--- config.mk ---
export PLATFORM = sky130hd
export DESIGN_NAME = serial_mag_compare
export DESIGN_NICKNAME = d
export VERILOG_FILES = /design/src/rtl/serial_mag_compare.sv
export SDC_FILE = /design/constraint.sdc
export NUM_CORES = 1
export LEC_CHECK = 0
export ABC_AREA = 0
export BUFFER_PORTS_ARGS = -buffer_cell sky130_fd_sc_hd__clkbuf_2
export CORE_AREA = 2 2 39 41
export DETAILED_ROUTE_END_ITERATION = 10
export DIE_AREA = 0 0 41 43
export PLACE_DENSITY = 0.7
export SLEW_MARGIN = 10
export SYNTH_ARGS = -nofsm -noshare
export SYNTH_HDL_FRONTEND = slang
export SYNTH_SLANG_ARGS = --single-unit
--- constraint.sdc ---
create_clock -name clk -period 1.1 [get_ports clk]
set_input_delay 0.055 -clock clk [delete_from_list [all_inputs] [get_ports clk]]
set_output_delay 0.055 -clock clk [all_outputs]
set_load 0.05 [all_outputs]
--- src/rtl/serial_mag_compare.sv ---
// Serial magnitude comparator: folds MSB-first 2-bit digit verdicts
// into one registered eq/gt/lt result per NDIGITS-digit frame.
module serial_mag_compare #(
    parameter int NDIGITS = 4,
    parameter int CNT_W   = $clog2(NDIGITS)
) (
    input  logic             clk,
    input  logic             rst_n,
    input  logic             in_valid,
    output logic             in_ready,
    input  logic             in_eq,
    input  logic             in_gt,
    input  logic             in_lt,
    output logic             out_valid,
    input  logic             out_ready,
    output logic             res_eq,
    output logic             res_gt,
    output logic             res_lt,
    output logic             res_err,
    output logic [CNT_W-1:0] digit_cnt
);

    typedef enum logic {ACCUM, DONE} state_t;

    localparam logic [CNT_W-1:0] LAST = CNT_W'(NDIGITS - 1);

    state_t           r_state, w_state;
    logic [CNT_W-1:0] r_cnt, w_cnt;
    logic             r_dec, w_dec;
    logic             r_gt, w_gt;
    logic             r_lt, w_lt;
    logic             r_err, w_err;
    logic             r_res_eq, w_res_eq;
    logic             r_res_gt, w_res_gt;
    logic             r_res_lt, w_res_lt;

    logic w_accept;
    logic w_dig_gt;
    logic w_dig_lt;
    logic w_illegal;

    assign w_accept  = in_valid & (r_state == ACCUM);
    assign w_dig_gt  = in_gt & ~in_eq & ~in_lt;
    assign w_dig_lt  = in_lt & ~in_eq & ~in_gt;
    // Anything other than a single set flag is illegal and acts as "equal"
    assign w_illegal = ~((in_eq ^ in_gt ^ in_lt) & ~(in_eq & in_gt & in_lt));

    always_ff @(posedge clk) begin
        if (!rst_n) begin
            r_state  <= ACCUM;
            r_cnt    <= '0;
            r_dec    <= 1'b0;
            r_gt     <= 1'b0;
            r_lt     <= 1'b0;
            r_err    <= 1'b0;
            r_res_eq <= 1'b0;
            r_res_gt <= 1'b0;
            r_res_lt <= 1'b0;
        end else begin
            r_state  <= w_state;
            r_cnt    <= w_cnt;
            r_dec    <= w_dec;
            r_gt     <= w_gt;
            r_lt     <= w_lt;
            r_err    <= w_err;
            r_res_eq <= w_res_eq;
            r_res_gt <= w_res_gt;
            r_res_lt <= w_res_lt;
        end
    end

    always_comb begin
        w_state  = r_state;
        w_cnt    = r_cnt;
        w_dec    = r_dec;
        w_gt     = r_gt;
        w_lt     = r_lt;
        w_err    = r_err;
        w_res_eq = r_res_eq;
        w_res_gt = r_res_gt;
        w_res_lt = r_res_lt;
        unique case (r_state)
            ACCUM: begin
                if (w_accept) begin
                    w_cnt = r_cnt + 1'b1;
                    // First non-equal legal digit wins; later ones are ignored
                    if (!r_dec && w_dig_gt) begin
                        w_gt  = 1'b1;
                        w_dec = 1'b1;
                    end
                    if (!r_dec && w_dig_lt) begin
                        w_lt  = 1'b1;
                        w_dec = 1'b1;
                    end
                    if (w_illegal) w_err = 1'b1;
                    if (r_cnt == LAST) begin
                        w_cnt    = '0;
                        w_state  = DONE;
                        w_res_gt = w_gt;
                        w_res_lt = w_lt;
                        w_res_eq = ~w_dec;
                    end
                end
            end
            DONE: begin
                if (out_ready) begin
                    w_state  = ACCUM;
                    w_dec    = 1'b0;
                    w_gt     = 1'b0;
                    w_lt     = 1'b0;
                    w_err    = 1'b0;
                    w_res_eq = 1'b0;
                    w_res_gt = 1'b0;
                    w_res_lt = 1'b0;
                end
            end
            default: w_state = ACCUM;
        endcase
    end

    assign in_ready  = (r_state == ACCUM);
    assign out_valid = (r_state == DONE);
    assign res_eq    = r_res_eq;
    assign res_gt    = r_res_gt;
    assign res_lt    = r_res_lt;
    assign res_err   = r_err;
    assign digit_cnt = r_cnt;

endmodule

==> results of run 1 <==
[repair_timing]
action,CTS,global route
endpoints found under the hold margin,0,0
resized for setup,0,2
hold buffers,0,0
endpoints found under the setup margin,0,3
[layout by cell type, fill, tap and decap left out, drive strengths merged, types with 2 or more instances in the layout]
cell     instances
clkbuf          18
dfxtp           10
nor2             6
nor2b            4
inv              3
a21oi            3
o21ai            3
ha               3
buf              3
o2bb2ai          2
mux2i            2
nand2            2
[kinds of logic after synthesis]
logic type      share of synthesized area
simple gates                        0.190
compound gates                      0.229
flops                               0.416
buf+inv                            0.0467
fa+ha+maj                          0.0779
mux                                0.0416
[path summary, 6_finish.rpt]
kind / start / cells past startpoint / slack, ns / end
setup / recovery: digit_cnt[0] / 3 / 0.07 / res_eq
hold / removal: rst_n / 2 / 0.09 / out_valid
hold reg to reg: res_err / 2 / 0.46 / res_err
setup reg to reg: digit_cnt[0] / 3 / 0.07 / res_eq
[state kept, by name, summed over array words and instances (netlist names)]
name / cells
digit_cnt: 2
res_err: 1
res_eq: 1
res_gt: 1
r_gt: 1
out_valid: 1
r_lt: 1
res_lt: 1
r_dec: 1
[final cells by class]
| cell class | count | area share |
|---|---|---|
| multi-input combinational | 35 | 0.424 |
| clock buffer | 4 | 0.0422 |
| timing repair buffer | 17 | 0.145 |
| inverter | 3 | 0.0181 |
| sequential | 10 | 0.339 |
| tap | 16 | 0.0321 |
[per-stage QoR]
step	setup TNS, ns	hold slack (ns)	utilization	power [mW]
floorplan	-0.00717	0.172	-	0.508
global placement	0	0.363	0.426	0.550
detailed placement	-0.0732	0.358	0.426	0.554
CTS	0	0.0734	0.445	0.824
global route	0	0.0939	0.450	0.857
finish	0	0.0879	0.450	0.805
[layer usage]
| metal | wire (um) | up-vias |
|---|---|---|
| met5 | 0 | - |
| met1 | 415 | 190 |
| met3 | 37 | 0 |
| li1 | - | 215 |
| met2 | 429 | 9 |
| met4 | 0 | 0 |
[power breakdown]
group	internal, mW	leakage, nW	switching (mW)	total (mW)
Sequential	0.377	0.0836	0.0123	0.389
Combinational	0.0575	0.173	0.0998	0.157
Clock	0.140	0.0150	0.119	0.258
Total	0.574	0.271	0.231	0.805
[critical path: stages, from the launching register on]
cell and delay, ns:
dfxtp_4 0.35, ha_2 0.21, and2_4 0.16, a32o_1 0.20
==> run metrics, run 1 <==
outcome complete, no violations; Crit path required time 1.26 ns; worst min path class in2reg; share of the synthesized area in the top cell type 0.416; post-synthesis sequential area ratio 0.416; dpl ws -0.0460 ns; endpoints failing setup 0; final hold vios 0; CP endpoint kind register; gr busiest metal met2; mapped cell area 482 um2; drt via density 4.87; Ys Warns 0; dpl cell area between 500 and 600 um2; leading area contributor after synthesis dfxtp_1; TritonRoute pass-1 iters 4; IO Pins 15; initial core utilization 0.348; WP data arrival 1.19 ns; vias in the first global route roughly 390; postcts setup bufs 0; Final Cycle Share 0.938; core area 1380 um2; met3 Use GR 0.0209; Synth Instances 49; port bufs 14; htree depth 1; Post-synth EDFFs 0; area grow syn2layout 29.4%; unique cell type count in the Yosys netlist 23; Routed WL 882 um; Least-Margin Pin Slew 0.350 ns; largest cells by area after synthesis dfxtp_1, ha_1, nor2b_1; CTS Root Buffer Type clkbuf_4; Period minus WS final 1.03 ns; crit-path max FO 4; Power Density 1290 nW/um2; cell with the most instances after synthesis dfxtp_1; initial antenna violation count 0; Max Clock Skew about 0.0055 ns; max_slew headroom 0.765; fin nets 80; DIE HEIGHT 43 um; total die area 1760 um2; Post-DP HPWL 709 um; syn_nets 59; die width 41 um; latest clock arrival within the worst-skew pair 0.26 ns; via count 414; CTS Buf Count 3; CTS tree yes; Total GRT Usage 0.130; clock-pin transition on the worst setup and hold timing paths 0.06 ns; antenna-violating nets left 0; first-pass GRT wire length between 1500 and 2000 um; max-cap viol count 0; mean post-synth cell area just under 10 um2; sequential cell area 211 um2; top cells by count, synth dfxtp_1, nor2_1, nor2b_1; GP Congestion 0.693; share of cells above drive strength 1 0.420; Top FF cell, synth dfxtp_1; fin area 623 um2; ys async rst share 0; met1 Use GR 0.163; Critical Path Source Type register; largest net degree at the start of global routing 10; RSZ-0062 raised after global routing false; Max clock buf depth 2; DR WL/cell roughly 10 um; fin cells 85; detailed router's first-iteration violation count 6; DP Cell Count 80; P_leak about 0.27 nW; Slew Limit Fails 0; DRC 0; critical path type reg2reg; met2 usage 0.178; grt ovf 0; worst vdd ir 0.529 mV; Filler cells 141; Max Clk Rate 969 MHz; area of the multi-input gates 264 um2; Setup WS post-layout 0.0684 ns; Diodes inserted 0; Site Rows 14; Sink Count 10; synthesis-stage register bit count 10
Power figures use the tool's default switching activity.
==> run 2, diff against run 1 <==
ABC_AREA = 1   (was 0)
PLACE_DENSITY = 0.72   (was 0.7)
RECOVER_POWER = 100   (was unset)
==> run 2 against run 1 <==
Global-route usage grew 1.1 points. Cell count grew 16%. Power grew 0.80%. Hold slack lost 0.027 ns. Setup slack gained 0.0068 ns. Synthesized area grew 5.5%. Design area grew 1.8%. Flip-flop and latch count is the same. Critical path depth grew 2. Count of clock-buffer cells in the layout shrank 1. Critical path type unchanged. Largest cell class unchanged.
==> run metrics, run 2 <==
flop2flop setup slack 0.08 ns (about the same); area of the multi-input gates 273 um2 (+3.3%); largest cells by area after synthesis dfxtp_1, nand2_1, ha_1; TritonRoute pass-1 iters 3 (-1); highest-delay cell along the critical path dfxtp_4; fin nets 94 (+18%); max_slew headroom 0.817 (+0.0520); Synth Instances 65 (+33%); Worst Setup SP digit_cnt[0]; latest clock arrival within the worst-skew pair 0.26 ns (about the same); Register-to-Register Path Depth 5 (+2); Critical Path Source Type register; share of cells above drive strength 1 0.361 (-0.0588); vias in the first global route 460 (+19%); Power Density 1280 nW/um2 (-0.99%); postcts setup bufs 0 (unchanged); CTS tree yes; Period minus WS final 1.02 ns (-0.00675 ns); Max clock buf depth 2 (unchanged); Site Rows 14 (unchanged); sequential cell area 209 um2 (-1.2%); Crit Reg-Reg Startpoint digit_cnt[0]; via count 475 (+15%); DIE HEIGHT 43 um (unchanged); crit path capture res_eq; Final Cycle Share 0.932 (-0.00614); dpl cell area 612 um2 (+3.8%); Ys Warns 0 (unchanged); crit-path max FO 6 (+2); CP Depth 5 (+2); critical path type reg2reg; die width 41 um (unchanged); Post-synth EDFFs 0 (unchanged); max incr delay on CP 0.36 ns (about the same); total die area 1760 um2 (unchanged); first-pass GRT wire length 1690 um (+11%); initial core utilization 0.367 (+0.0190); Top FF cell, synth dfxtp_1; Routed WL 1010 um (+14%); clock-pin transition on the worst setup and hold timing paths 0.07 ns (about the same); Total GRT Usage 0.141 (+0.0108); GP Congestion 0.711 (+2.6%); cell with the most instances after synthesis nand2_1; Pwr Total 0.811 mW (+0.80%); mean post-synth cell area 7.82 um2 (-21%); capture point of the worst reg-to-reg path res_eq; syn_nets 75 (+27%); CTS Buf Count 3 (unchanged); antenna-violating nets left 0 (unchanged); Slew Limit Fails 0 (unchanged); Largest register FFs 2 (unchanged); Post-DP HPWL 786 um (+11%); Least-Margin Pin Slew 0.276 ns (-0.0748 ns); highest-count cells in the layout ignoring fill and taps clkbuf_2, nand2_1, a21oi_1, dfxtp_1, inv_1; synthesis-stage register bit count 10 (unchanged); fin area 634 um2 (+1.8%); drt via density 4.80 (-1.5%); worst path cell trace ha_2, nand3_4, inv_2, nand3_1, a21oi_2; mapped cell area 508 um2 (+5.5%); max-cap viol count 0 (unchanged); port bufs 14 (unchanged); largest net degree at the start of global routing 8 (-2); detailed router's first-iteration violation count 9 (+3); top cells by count, synth nand2_1, dfxtp_1, a21oi_1; outcome complete, no violations; Max Clk Rate 976 MHz (+0.66%); area grow syn2layout 24.9%; post-synthesis sequential area ratio 0.394 (-0.0215); DR WL/cell 10.2 um (-2.1%); final hold vios 0 (unchanged); CP endpoint kind register; unique cell type count in the Yosys netlist 18 (-22%); Crit path required time 1.29 ns (+0.03 ns); htree depth 1 (unchanged); endpoints failing setup 0 (unchanged); leading area contributor after synthesis dfxtp_1; Diodes inserted 0 (unchanged); grt ovf 0 (unchanged); IO Pins 15 (unchanged); Filler cells 151 (+7.1%); Critical path buffers and inverters 1 (+1); worst min path class in2reg; Sink Count 10 (unchanged); WP data arrival 1.22 ns (+0.03 ns); delay-heaviest family, CP flip-flops; share of the synthesized area in the top cell type 0.394 (-0.0215); Max Clock Skew 0.00635 ns (+0.000869 ns); most common cell after layout, fill and taps aside clkbuf_2; initial antenna violation count 0 (unchanged); CTS Root Buffer Type clkbuf_4; core area 1380 um2 (unchanged); P_leak 0.315 nW (+16%); worst vdd ir 0.484 mV (-8.4%); DRC 0 (unchanged); ys async rst share 0 (unchanged)
-- run 2: cell types whose count changed in the layout (fill, tap and decap cells not counted), moves of 3 or more --
cell / change
nand2_1: +10
a21oi_1: +6
inv_1: +3
nand3_1: +3
nor2b_1: -3
-- run 2: kinds of logic (layout without fill, tap and decap cells) --
kind of cell	count (synthesis)	count (layout)	share of synthesized area
AND/OR/NAND/NOR	28	28	0.286
AO/OA/AOI/OAI	15	15	0.180
flip-flops	10	10	0.394
adder cells (fa/ha/maj)	3	3	0.0739
buffers and inverters	9	27	0.0665
-- run 2: final cells by class --
class                   instances  area share
multi-input cells              46       0.430
well taps                      16      0.0316
inverters                       9      0.0572
flip-flops and latches         10       0.329
repair buffers                 14       0.110
clock inverters                 1     0.00592
clock buffers                   3      0.0355
-- run 2: tightest hold or removal path, cell delays in order --
cell	delay (ns)
clkbuf_2	0.12
nand2_1	0.07
a21oi_1	0.04
-- run 2: repair_timing --
action | in CTS | in global routing
hold endpoints to repair | 0 | 0
hold buffers | 0 | 0
resized for setup | 0 | 1
endpoints found under the setup margin | 0 | 1
-- run 2: through the flow --
stage                     hold slack, ns  std cells   util  worst slack [ns]  TNS [ns]
after floorplan                    0.181         65      -            0.0193         0
after global placement             0.335         95  0.442            0.0945         0
after detailed placement           0.334         95  0.442            0.0676         0
after CTS                         0.0582         99  0.461            0.0391         0
after global routing              0.0488         99  0.458          -0.00163  -0.00163
final                             0.0609         99  0.458            0.0752         0
-- run 2: layer usage --
metal	track usage	share of wire
met1	0.162	0.45
met5	0	0
met3	0.0471	0.037
met4	0.0600	0.0070
met2	0.225	0.51
-- run 2: worst min path at each step --
| stage | to | cells past startpoint | from | slack, ns |
|---|---|---|---|---|
| finish | res_lt | 3 | rst_n | 0.06 |
| global route | res_lt | 3 | rst_n | 0.05 |
| CTS | res_lt | 3 | rst_n | 0.06 |
| detailed placement | digit_cnt[1] | 3 | rst_n | 0.33 |
| global placement | res_lt | 3 | rst_n | 0.34 |
| floorplan | digit_cnt[1] | 2 | rst_n | 0.18 |
-- run 2: report_power, final --
part,total (mW),leakage [nW],switching (mW),internal (mW)
Clock,0.254,0.0154,0.123,0.131
Sequential,0.394,0.0834,0.0134,0.380
Combinational,0.164,0.216,0.111,0.0525
